**config.mk**
```make
export PLATFORM = sky130hd
export DESIGN_NAME = filt_out_buffer_flat
export DESIGN_NICKNAME = d
export VERILOG_FILES = /design/src/rtl/filt_out_buffer_if.sv /design/src/rtl/filt_out_buffer.sv /design/src/flat_wrapper.sv
export SDC_FILE = /design/constraint.sdc
export NUM_CORES = 1
export LEC_CHECK = 0
export ABC_AREA = 1
export CORE_MARGIN = 1.5
export CORE_UTILIZATION = 52
export CTS_CLUSTER_SIZE = 8
export DETAILED_ROUTE_END_ITERATION = 6
export PLACE_DENSITY_LB_ADDON = 0.2
export SLEW_MARGIN = 25
export SYNTH_ARGS = -nofsm -noshare
export SYNTH_HDL_FRONTEND = slang
export SYNTH_SLANG_ARGS = --single-unit
```
**constraint.sdc**
```tcl
create_clock -name CLK -period 2.3 [get_ports CLK]
set_input_delay 0.345 -clock CLK [delete_from_list [all_inputs] [get_ports CLK]]
set_output_delay 0.345 -clock CLK [all_outputs]
set_load 0.03 [all_outputs]
```
**src/rtl/filt_out_buffer_if.sv**
```systemverilog
// Sample/handshake bundle between the filter output buffer and its neighbours.
// FOB_PEAK_EN adds the PEAK statistic signal.
interface filt_out_buffer_if #(
  parameter int NB = 12,
  parameter int AW = 3
);
  logic [NB-1:0] DIN;
  logic          VIN;
  logic [NB-1:0] DOUT;
  logic          VOUT;
  logic          READY;
  logic [AW:0]   LEVEL;
  logic          OVF;
  logic          CLR_STAT;
`ifdef FOB_PEAK_EN
  logic [NB-1:0] PEAK;
`endif

  // The buffer itself takes the slave view; the filter/consumer side is master.
  modport slave (
    input  DIN, VIN, READY, CLR_STAT,
    output DOUT, VOUT, LEVEL, OVF
`ifdef FOB_PEAK_EN
    , output PEAK
`endif
  );

  modport master (
    output DIN, VIN, READY, CLR_STAT,
    input  DOUT, VOUT, LEVEL, OVF
`ifdef FOB_PEAK_EN
    , input PEAK
`endif
  );
endinterface

```
**src/rtl/filt_out_buffer.sv**
```systemverilog
// First-word-fall-through FIFO behind the FIR core with sticky overflow flag.
// Define FOB_PEAK_EN to add a running |sample| peak statistic on PEAK.
module filt_out_buffer #(
  parameter int NB    = 12,
  parameter int DEPTH = 8,
  parameter int AW    = 3
) (
  input logic CLK,
  input logic RST,
  filt_out_buffer_if.slave bus
);
  localparam logic [AW:0] FULL_CNT = (AW+1)'(DEPTH);

  logic [NB-1:0] mem_reg [DEPTH];
  logic [AW-1:0] wr_ptr_reg;
  logic [AW-1:0] rd_ptr_reg;
  logic [AW:0]   count_reg;
  logic [AW:0]   count_next;
  logic          ovf_reg;

  logic vout;
  logic full;
  logic pop;
  logic push;
  logic drop;

  assign vout = (count_reg != '0);
  assign full = (count_reg == FULL_CNT);
  assign pop  = vout & bus.READY;
  // A full buffer still accepts a sample when the head leaves in the same cycle.
  assign push = bus.VIN & (~full | pop);
  assign drop = bus.VIN & full & ~pop;

  assign bus.VOUT  = vout;
  assign bus.DOUT  = vout ? mem_reg[rd_ptr_reg] : '0;
  assign bus.LEVEL = count_reg;
  assign bus.OVF   = ovf_reg;

  generate
    for (genvar gi = 0; gi < DEPTH; gi++) begin : g_mem
      always_ff @(posedge CLK) begin
        if (!RST && push && (wr_ptr_reg == AW'(gi))) begin
          mem_reg[gi] <= bus.DIN;
        end
      end
    end
  endgenerate

  always_comb begin
    count_next = count_reg;
    case ({push, pop})
      2'b10:   count_next = count_reg + (AW+1)'(1);
      2'b01:   count_next = count_reg - (AW+1)'(1);
      default: count_next = count_reg;
    endcase
  end

  always_ff @(posedge CLK) begin
    if (RST) begin
      wr_ptr_reg <= '0;
      rd_ptr_reg <= '0;
      count_reg  <= '0;
      ovf_reg    <= 1'b0;
    end else begin
      if (push) wr_ptr_reg <= wr_ptr_reg + AW'(1);
      if (pop)  rd_ptr_reg <= rd_ptr_reg + AW'(1);
      count_reg <= count_next;
      // An overflow in the clearing cycle must not be lost.
      if (drop) begin
        ovf_reg <= 1'b1;
      end else if (bus.CLR_STAT) begin
        ovf_reg <= 1'b0;
      end
    end
  end

`ifdef FOB_PEAK_EN
  logic [NB-1:0] peak_reg;
  logic [NB-1:0] abs_din;
  logic [NB-1:0] most_neg;
  logic [NB-1:0] most_pos;

  assign most_neg = {1'b1, {(NB-1){1'b0}}};
  assign most_pos = {1'b0, {(NB-1){1'b1}}};

  // Magnitude in NB bits; the most negative code saturates.
  always_comb begin
    abs_din = bus.DIN;
    if (bus.DIN == most_neg) begin
      abs_din = most_pos;
    end else if (bus.DIN[NB-1]) begin
      abs_din = -bus.DIN;
    end
  end

  always_ff @(posedge CLK) begin
    if (RST) begin
      peak_reg <= '0;
    end else if (bus.CLR_STAT) begin
      peak_reg <= push ? abs_din : '0;
    end else if (push && (abs_din > peak_reg)) begin
      peak_reg <= abs_din;
    end
  end

  assign bus.PEAK = peak_reg;
`endif
endmodule
```
**src/flat_wrapper.sv**
```systemverilog
// flat-port wrapper written by rule: the top's interface ports become plain ports
module filt_out_buffer_flat 
#(
  parameter int NB    = 12,
  parameter int DEPTH = 8,
  parameter int AW    = 3
)
  (CLK, RST, bus_DIN, bus_VIN, bus_READY, bus_CLR_STAT, bus_DOUT, bus_VOUT, bus_LEVEL, bus_OVF);
  filt_out_buffer_if #(.NB(NB), .AW(AW)) bus_i ();
  input logic CLK;
  input logic RST;
  input wire logic [$bits(bus_i.DIN)-1:0] bus_DIN;
  input wire logic [$bits(bus_i.VIN)-1:0] bus_VIN;
  input wire logic [$bits(bus_i.READY)-1:0] bus_READY;
  input wire logic [$bits(bus_i.CLR_STAT)-1:0] bus_CLR_STAT;
  output wire logic [$bits(bus_i.DOUT)-1:0] bus_DOUT;
  output wire logic [$bits(bus_i.VOUT)-1:0] bus_VOUT;
  output wire logic [$bits(bus_i.LEVEL)-1:0] bus_LEVEL;
  output wire logic [$bits(bus_i.OVF)-1:0] bus_OVF;
  assign bus_i.DIN = bus_DIN;
  assign bus_i.VIN = bus_VIN;
  assign bus_i.READY = bus_READY;
  assign bus_i.CLR_STAT = bus_CLR_STAT;
  assign bus_DOUT = bus_i.DOUT;
  assign bus_VOUT = bus_i.VOUT;
  assign bus_LEVEL = bus_i.LEVEL;
  assign bus_OVF = bus_i.OVF;
  filt_out_buffer #(.NB(NB), .DEPTH(DEPTH), .AW(AW)) u_core (.CLK(CLK), .RST(RST), .bus(bus_i));
endmodule
```
==> metrics.txt <==
main area contributors after synthesis=edfxtp_1, nor2_1, o21ai_0; DR iter-0 viols=162; Worst Tran Pin Value=0.4717 ns; Wirelength per Cell=16.81 um; gpl congestion=0.8338; commonest non-fill, non-tap cells in the layout=nor2_1, edfxtp_1, o21ai_0; vias in the first global route=2866; dpl cell area=0.005189 mm^2; share of cells above drive strength 1=0.1607; latest clock arrival within the worst-skew pair=0.37 ns; Post-CTS Setup Repair Bufs=0; Max Slew Vio Count=0; Static Leakage=1.919 nW; DIE WIDTH=96.45 um; Post-Syn Nets=414; max reg flops=96; routed vias/inst=5.510; total power=0.004651 W; hold endpoint=u_core.rd_ptr_reg[2]; post-route cell area=0.005318 mm^2; CTS Buf Count=9; power per cell area=874.6 mW/mm^2; NumNets Final=468; Hold Crit Class=reg -> reg; RSZ-0062 raised after global routing=no; Slew HR=0.6852; Post-Place Worst Slack=0.04810 ns; Die Y=96.45 um; # port buffers=34; Hold Vio Cnt, Final=0; drt pass-1 iters=4; Root Driver=clkbuf_8; global-route wire length before repair=14480 um; Sink Count=110; Clock H-tree levels=3; row count=33; CP endpoint kind=output port; core area=0.008341 mm^2; Fmax=454.7 MHz; post-synth top area share=0.6349; Tcrit/Tclk final=0.9563; Synth Cell Area=0.004541 mm^2; # DRC=0; largest net degree at the start of global routing=49; Min Clock Period, post-route=2.199 ns; slowest CP cell=clkdlybuf4s50_1; Final Util=0.6376; Area Growth Syn to Fin=17.11%; Layout Skew=0.01030 ns; Worst R2R End=u_core.mem_reg[3][7]; r2r setup slk=0.47 ns; Seq cells post-synth=110; filler cell count=663; Starting Density=0.5444; DIE AREA=0.009302 mm^2; CP Class=reg -> out; DRT antenna net count=0; worst r2r path cells=7; crit path launch type=flop; CP arrival=1.85 ns; clock buffer depth=2; most common cell after layout, fill and taps aside=nor2_1; via count=3047; max-cap violations=0; final setup violating endpoints=0; drt total wl=9298 um; cell accounting for the most synthesized area=edfxtp_1; Syn Area/Cell=11.67 um^2; Cell variety after synth=24; Critical Path, Cell by Cell=nor2_4, nand2_4, clkdlybuf4s50_1; clock slew seen by the registers of the worst setup and hold paths=0.09 ns; status=finished, final reports clean; CTS tree=built; grt total ovfl=0; slowest cell delay on critical path=0.72 ns; ANT cells=0; initial antenna violation count=0; yosys synthesis warning count=0; Post-Synthesis Cells=389; hold_sp=u_core.rd_ptr_reg[2]; Critical Path Fanout Max=17; Min-Delay Path Depth=2; WP data required=1.96 ns; r2r startpoint=u_core.bus.LEVEL[0]; post-DP HPWL=5990 um; Setup WS post-layout=0.1006 ns; maximum vdd drop=0.0006305 V; total track usage=0.2181; sum of negative setup slack=0 ns; I/O Pins=35; Seq/Total Area, Yosys=0.6966
-- repair_timing --
action,4_1_cts,5_1_grt
hold buffers,0,0
setup endpoints to repair,12,10
cloned,0,0
gates resized for setup,20,19
-- final cells by class --
type | instances | area (um^2) | area share
well taps | 105 | 131.4 | 0.02471
repair buffers | 61 | 545.5 | 0.1026
clock buffers | 10 | 137.6 | 0.02588
inverters | 23 | 86.33 | 0.01624
multi-input cells | 238 | 1215 | 0.2285
flip-flops and latches | 110 | 3164 | 0.5951
clock inverters | 6 | 37.54 | 0.007059
-- cells in the mapped netlist --
master and number:
o32ai_1 12, buf_6 3, inv_1 20, nor2_1 105
nand2_2 3, buf_1 1, nor2_4 1, o21ai_0 67
nand3_1 5, nand2_4 1, clkbuf_1 7, nand4_1 3
inv_2 3, a21oi_2 1, buf_4 3, a21oi_1 9
ha_1 8, edfxtp_1 96, nand2_1 14, nand3_2 2
nor3_1 6, xor2_1 1, buf_2 4, dfxtp_1 14
-- stage by stage --
step,hold slack [ns],cells
global route,0.5170,553
CTS,0.4678,553
global placement,0.4435,537
floorplan,0.4141,389
detailed placement,0.4534,537
finish,0.4693,553
-- worst max-delay path by stage --
stage / slack (ns) / cells past startpoint / to / start
6_report: 0.10 / 3 / bus_VOUT / u_core.bus.LEVEL[0]
5_1_grt: 0.003 / 3 / bus_VOUT / u_core.bus.LEVEL[0]
4_1_cts: 0.01 / 8 / bus_DOUT[1] / flop
3_5_place_dp: 0.05 / 8 / bus_DOUT[1] / flop
3_3_place_gp: 0.11 / 8 / bus_DOUT[1] / flop
2_1_floorplan: -0.06 / 6 / u_core.mem_reg[0][0] / u_core.bus.LEVEL[0]
-- critical path, delay by kind of cell, from the launching register on --
| family | cells | cell delay (ns) |
|---|---|---|
| flops | 1 | 0.47 |
| simple gates | 2 | 0.30 |
| buf+inv | 1 | 0.72 |
-- report_power, final --
part           total [W]  internal (W)  switching (W)
Sequential       0.00228       0.00224      0.0000474
Clock            0.00104      0.000418       0.000627
Combinational    0.00132      0.000453       0.000869
Total            0.00465       0.00311        0.00154
-- routing by layer --
metal  up-vias  share of wire  track usage
met1      1478           0.44       0.2910
met4         0          0.017      0.09058
met5         -              0            0
met3        11          0.051      0.02817
li1       1476              -            -
met2        82           0.49       0.3625
-- logic make-up after synthesis --
kind of cell | synth area share
buffers and inverters | 0.04243
AOI/OAI and AO/OA | 0.1088
xor gates and xnor gates | 0.001929
and+or+nand+nor | 0.1281
adders and majority gates | 0.02205
DFF | 0.6966
No activity file was read; power rests on OpenSTA's default activity.
